### config.mk
export PLATFORM = sky130hd
export DESIGN_NAME = bird_physics
export DESIGN_NICKNAME = d
export VERILOG_FILES = /design/src/rtl/bird_physics.sv
export SDC_FILE = /design/constraint.sdc
export NUM_CORES = 1
export LEC_CHECK = 0
export ABC_AREA = 1
export CAP_MARGIN = 20
export CORE_MARGIN = 4
export CORE_UTILIZATION = 35
export CTS_CLUSTER_SIZE = 12
export DETAILED_ROUTE_END_ITERATION = 10
export GPL_TIMING_DRIVEN = 1
export PLACE_DENSITY = 0.6
export SETUP_SLACK_MARGIN = 0.05
export SLEW_MARGIN = 25
export SYNTH_ARGS = -nofsm -noshare
export SYNTH_HDL_FRONTEND = slang
export SYNTH_SLANG_ARGS = --single-unit
### constraint.sdc
create_clock -name inClock -period 5.3 [get_ports inClock]
set_input_delay 0.53 -clock inClock [delete_from_list [all_inputs] [get_ports inClock]]
set_output_delay 0.53 -clock inClock [all_outputs]
set_load 0.1 [all_outputs]
### src/rtl/bird_physics.sv
// Vertical physics for the bird: one gravity/flap step per rising edge of the
// frame tick, plus floor, ceiling and pipe-collision handling.
module bird_physics #(
    parameter int SCREEN_H = 480,
    parameter int BIRD_H   = 16,
    parameter int START_Y  = 240,
    parameter int GRAVITY  = 1,
    parameter int FLAP_VEL = -8,
    parameter int MAX_FALL = 10
) (
    input  logic       inClock,
    input  logic       reset,
    input  logic       tickIn,
    input  logic       flap,
    input  logic       start,
    input  logic       collide,
    output logic [9:0] birdY,
    output logic [7:0] velocity,
    output logic [1:0] state,
    output logic       gameOver,
    output logic       stepPulse
);

    typedef enum logic [1:0] {
        IDLE   = 2'd0,
        FLYING = 2'd1,
        DEAD   = 2'd2
    } state_t;

    localparam logic [9:0]         START_Y_V = 10'(START_Y);
    localparam logic [9:0]         FLOOR_Y   = 10'(SCREEN_H - BIRD_H);
    localparam logic signed [11:0] FLOOR_S   = 12'(SCREEN_H - BIRD_H);
    localparam logic signed [11:0] GRAV_S    = 12'(GRAVITY);
    localparam logic signed [11:0] FLAP_S    = 12'(FLAP_VEL);
    localparam logic signed [11:0] MAXF_S    = 12'(MAX_FALL);

    state_t st;
    logic   tickPrev, flapPrev, flapPending;
    logic   step, flapEdge;

    logic signed [11:0] vel_ext, vel_inc, v_next, y_next;

    assign step     = tickIn & ~tickPrev;
    assign flapEdge = flap & ~flapPrev;
    assign state    = st;

    // A flap edge arriving on the step cycle itself still counts for that step.
    always_comb begin
        vel_ext = {{4{velocity[7]}}, velocity};
        vel_inc = vel_ext + GRAV_S;
        if (flapPending | flapEdge)
            v_next = FLAP_S;
        else if (vel_inc > MAXF_S)
            v_next = MAXF_S;
        else
            v_next = vel_inc;
        y_next = $signed({2'b00, birdY}) + v_next;
    end

    always_ff @(posedge inClock) begin
        if (reset) begin
            birdY       <= START_Y_V;
            velocity    <= 8'd0;
            st          <= IDLE;
            gameOver    <= 1'b0;
            stepPulse   <= 1'b0;
            tickPrev    <= 1'b0;
            flapPrev    <= 1'b0;
            flapPending <= 1'b0;
        end else begin
            tickPrev  <= tickIn;
            flapPrev  <= flap;
            stepPulse <= step;
            case (st)
                IDLE: begin
                    birdY       <= START_Y_V;
                    velocity    <= 8'd0;
                    flapPending <= 1'b0;
                    if (start)
                        st <= FLYING;
                end
                FLYING: begin
                    if (collide) begin
                        st       <= DEAD;
                        gameOver <= 1'b1;
                    end else if (step) begin
                        flapPending <= 1'b0;
                        if (y_next[11]) begin
                            birdY    <= 10'd0;
                            velocity <= v_next[7:0];
                        end else if (y_next >= FLOOR_S) begin
                            birdY    <= FLOOR_Y;
                            velocity <= 8'd0;
                            st       <= DEAD;
                            gameOver <= 1'b1;
                        end else begin
                            birdY    <= y_next[9:0];
                            velocity <= v_next[7:0];
                        end
                    end else if (flapEdge) begin
                        flapPending <= 1'b1;
                    end
                end
                DEAD: begin
                    flapPending <= 1'b0;
                    if (start) begin
                        st       <= IDLE;
                        gameOver <= 1'b0;
                        birdY    <= START_Y_V;
                        velocity <= 8'd0;
                    end
                end
                default: begin
                    st       <= IDLE;
                    gameOver <= 1'b0;
                end
            endcase
        end
    end

endmodule
* After elaboration in Yosys (flattened, before gate mapping)
Index checks and enable logic that the tools add are counted.
Cells by class: bitwise operators 6, add/sub/neg operators 2, $lt $le $gt $ge 2, muxes and demuxes 31, reduce and logical (&&, ||, !) cells 8, equal/unequal tests 10
Operators by type and width (number):
- $mux W10 | 5
- $mux W8 | 5
- $pmux W10 S3 | 1
- $mux W12 | 2
- $pmux W8 S3 | 1
- $add A11 B12 Y12 | 1
- $ge A12 B10 Y1 const B | 1
- $mux W2 | 6
- $ne A3 B3 Y1 const B | 4
- $reduce_and A5 Y1 | 2
- $add A8 B2 Y9 const B | 1
- $gt A9 B5 Y1 const B | 1
- $mux W1 | 8
- $ne A2 B2 Y1 const B | 4
- $pmux W2 S3 | 1
- $reduce_and A4 Y1 | 1
- $not A1 Y1 | 3
- $pmux W1 S3 | 1
- $reduce_and A3 Y1 | 1
- $reduce_bool A3 Y1 | 1
- $and A1 B1 Y1 | 2
- $eq A2 B1 Y1 const B | 1
- $eq A2 B2 Y1 const B | 1
- $logic_not A2 Y1 | 1
- 4 further kinds | 4
Storage, ports and cells: output and inout bits 22, register bits after elaboration 25, input bits 6, word-level logic and storage cells 67

* Longest topological paths before layout
depth in word-level cells 11, depth in mapped cells 27

* Worst setup path after synthesis
Ideal clock, no wire load.
path kind reg-to-reg, start point reg velocity[0], end point reg birdY[4], data arrival time 3.770 ns, path slack 1.411 ns, stages on the path, launching flop included 25, setup time 0.119 ns, clock period less this slack 3.889 ns, path buffers 0, cell sequence dfxtp_1 -> ha_1 -> or2_2 -> nand2_1 -> nand3_1 -> nand2_1 -> nor2_1 -> nand2_1 -> nand2_2 -> nand2_2 -> nor2_4 -> ha_1 -> fa_1 -> nand3_1 -> nand2_1 -> nand3_1 -> nand2_1 -> nand2_1 -> nand2_1 -> nand3_2 -> nand2_2 -> nand2_4 -> nand2_1 -> o21ai_0 -> nand2_1
Between the ends: longest elaborated chain between the ends 11
Ends and longest elaborated chain:
- start, declared | RTL line 18 | output logic [7:0] velocity,
- start signal, assigned | RTL line 90 | velocity <= v_next[7:0];
- start signal, assigned | RTL line 98 | velocity <= v_next[7:0];
- $add A8 B2 Y9 * | RTL line 50 | vel_inc = vel_ext + GRAV_S;
- $gt A9 B5 Y1 | RTL line 53 | else if (vel_inc > MAXF_S)
- $mux W12 * | RTL line 53
- $mux W12 * | RTL line 51 | if (flapPending | flapEdge)
- $add A11 B12 Y12 * | RTL line 57 | y_next = $signed({2'b00, birdY}) + v_next;
- $ge A12 B10 Y1 | RTL line 91 | end else if (y_next >= FLOOR_S) begin
- $mux W10 | RTL line 91
- $mux W10 * | RTL line 88 | if (y_next[11]) begin
- $mux W10 * | RTL line 86 | end else if (step) begin
- $mux W10 * | RTL line 83 | if (collide) begin
- $pmux W10 S3 * | RTL line 74 | case (st)
- end signal, assigned | RTL line 97 | birdY <= y_next[9:0];
- end, declared | RTL line 17 | output logic [9:0] birdY,
Every way passes the cells marked *; elsewhere a longest branch is shown, timed or not. The select of a mux whose other input is x is not followed. A chain may end at the register's enable or synchronous reset.

* Final worst setup path
Same ends and word-level chain as after synthesis.

==> metrics.csv <==
metric,value,unit
status,completed,
CTS tree,done,
share of post-route cells with drive strength above 1,7.418,%
Highest Signal Layer,met4,
Metal-1 WL,2688,um
Num CTS Buffers,3,
worst stage delay on the critical path,470,ps
crit path DAT,3660,ps
worst min-delay path class,register to register,
Util after Layout,43.40,%
critical path's top delay family,simple AND/OR/NAND/NOR gates,
Tmin final,3472,ps
GP Congestion,0.9156,
Crit. End Element,register,
"Avg Cell Area, Syn",6.089,um2
Via density,4.851,
Pleak,1.139,nW
r2r startpoint,velocity[0],
max frequency,0.2880,GHz
drt wl/cell,12.28,um
Buffers on Ports,27,
synthesis warning total,0,
synthesized cell area,0.002052,mm2
die area,0.007152,mm2
final period utilization,65.51,%
crit path capture,birdY[4],
WL met3,168,um
library cells used by synthesis,33,
Ant. Diodes,0,
worst slew margin relative to its limit,34.52,%
die width,84.57,um
post-route non-filler standard cell count,436,
Die H,84.57,um
"Hold Vio Cnt, Final",0,
router iterations before antenna repair,4,
total number of vias,2115,
DRC Markers,0,
dpl cells,432,
Num Clock Sinks,25,
Nets,386,
area delta synth->final,18.60,%
initial DRC count,113,
Worst Setup SP,velocity[0],
Total GRT Usage,15.27,%
top_reg_cell synth,dfxtp_1,
root buffer cell,clkbuf_8,
worst setup path class,register to register,
"Power, Total",0.5622,mW
slowest cell on the critical path,dfxtp_1,
vias in the first global route,1916,
Ports,28,
grt ovf,0,
Worst Reg-to-Reg Cells,24,
PwrDens,231.0,mW/mm2
Worst Tran Pin Value,979.1,ps
CP Buf/Inv Count,0,
ordered cell list for the critical path,"ha_1, or2_2, nand2_1, nand3_1, nand2_1, nor2_1, nand2_1, nand2_2, nand2_2, nor2_4, ha_1, fa_1, nand3_1, nand2_1, nand3_1, nand2_1, nand2_1, nand2_1, nand3_2, nand2_2, nand2_4, nand2_1, o21ai_0, nand2_1",
Worst EP required,5490,ps
clk_lat worst skew,280,ps
FP Rows,27,
Yosys reg bits,25,
"Net Count, Synth",358,
sequential share of the synthesized area,24.39,%
CP Launch Type,register,
Post-synth EDFFs,0,
"Async S/R FF share, synth",0,%
MaxCap Viol Count,0,
first-pass GRT wire length,8949,um
Post-CTS Setup Repair Bufs,0,
Critical Path Most Common Cell,nand2_1,
Mapped Cells,337,
final wirelength,5353,um
Post-CTS Hold Fix Bufs,0,
FF-to-FF setup slack,1830,ps
initial antenna violation count,0,
clk slew on worst S/H paths,100,ps
PostCTS Resize Cnt,0,
Final Setup Violations,0,
CTS Buffer Depth,2,
maximum VDD drop,0.1861,mV
DPL Wire Length,4305,um
DR WL met2,2436,um
Crit Reg-Reg Endpoint,birdY[4],
initial cell density of the core,36.59,%
Levels on crit path,24,
Critical Path Fanout Max,14,
Fin Setup TNS,0,ps
RSZ-0062 raised after global routing,false,
htree depth,1,
pin count of the biggest net entering global routing,23,
core box area,0.005608,mm2
Final ANT Viol Nets,0,
clk_skew,1.545,ps
Slew Limit Fails,0,
==> per-layer routing <==
metal | GRT usage [%] | vias to the layer above
met2 | 24.91 | 24
met3 | 2.159 | 5
met1 | 20.92 | 949
met4 | 4.317 | 0
met5 | 0 | -
li1 | - | 1137
==> area by class of cell <==
class / instances / area [um2]
Timing Repair Buffer: 27 / 270.3
Sequential cell: 25 / 500.5
Tap cell: 72 / 90.09
Multi-Input combinational cell: 261 / 1346
Clock inverter: 1 / 7.507
Clock buffer: 3 / 41.29
Inverter: 47 / 177.7
Fill cell: 633 / 3174
==> worst reg2reg max path, cell delays in order, from the launching register on <==
cell and delay [ps]:
dfxtp_1 470, ha_1 280, or2_2 270, nand2_1 70, nand3_1 60, nand2_1 60, nor2_1 40, nand2_1 60
nand2_2 90, nand2_2 130, nor2_4 40, ha_1 220, fa_1 460, nand3_1 140, nand2_1 80, nand3_1 90
nand2_1 60, nand2_1 50, nand2_1 80, nand3_2 100, nand2_2 70, nand2_4 140, nand2_1 100, o21ai_0 160
nand2_1 60
==> synth_stat cells (all sizes together), types with 4 or more instances <==
master  count  area [um2]
nor3        4       20.02
inv        46       172.7
nand3      34       180.2
a21oi      27       135.1
dfxtp      25       500.5
o21ai       7       35.03
nand3b      4       30.03
nor2       31       143.9
nand2     122       483.0
nand4       8       56.30
ha         14       175.2
==> placed cells by master (no fill, tap or decap), drive strengths merged, types with 2 or more instances in the layout <==
| cell | instances |
|---|---|
| a21oi | 27 |
| clkbuf | 3 |
| clkdlybuf4s50 | 27 |
| dfxtp | 25 |
| ha | 14 |
| inv | 46 |
| nand2 | 122 |
| nand3 | 34 |
| nand3b | 4 |
| nand4 | 8 |
| nor2 | 31 |
| nor3 | 4 |
| o21ai | 7 |
| or2 | 2 |
==> power breakdown <==
part	switching (mW)	internal, mW	total (mW)
sequential	0.00955	0.196	0.206
clock	0.0728	0.0536	0.126
combinational	0.165	0.0654	0.230
total	0.247	0.315	0.562
==> cell families (layout without fill, tap and decap cells) <==
kind of cell             after synthesis  in the layout  share of synthesized area, %
adder cells (fa/ha/maj)               15             15                         9.512
buffers and inverters                 51             78                         9.999
AND/OR/NAND/NOR                      207            207                         45.98
AO/OA/AOI/OAI                         38             38                         9.696
XOR/XNOR                               1              1                        0.4269
flip-flops                            25             25                         24.39
==> how the worst min path moves through the flow <==
stage | start | to | cells after the start
2_1_floorplan | tickPrev | stepPulse | 3
3_5_place_dp | gameOver | gameOver | 2
6_report | gameOver | gameOver | 2
5_1_grt | gameOver | gameOver | 2
3_3_place_gp | gameOver | gameOver | 2
4_1_cts | gameOver | gameOver | 2
==> stage by stage <==
stage          setup WS [ps]  hold slack [ps]  instance area, um2
2_1_floorplan           1411            477.5                2052
3_3_place_gp            1654            436.2                2385
3_5_place_dp            1615            442.1                2385
4_1_cts                 1814            460.3                2434
5_1_grt                 1465            498.6                2434
6_report                1828            457.0                2434
==> registers in the layout, indices dropped and copies added (netlist names) <==
| signal | count |
|---|---|
| state | 2 |
| flapPrev | 1 |
| birdY | 10 |
| stepPulse | 1 |
| tickPrev | 1 |
| gameOver | 1 |
| velocity | 8 |
| flapPending | 1 |
Power figures use the tool's default switching activity.
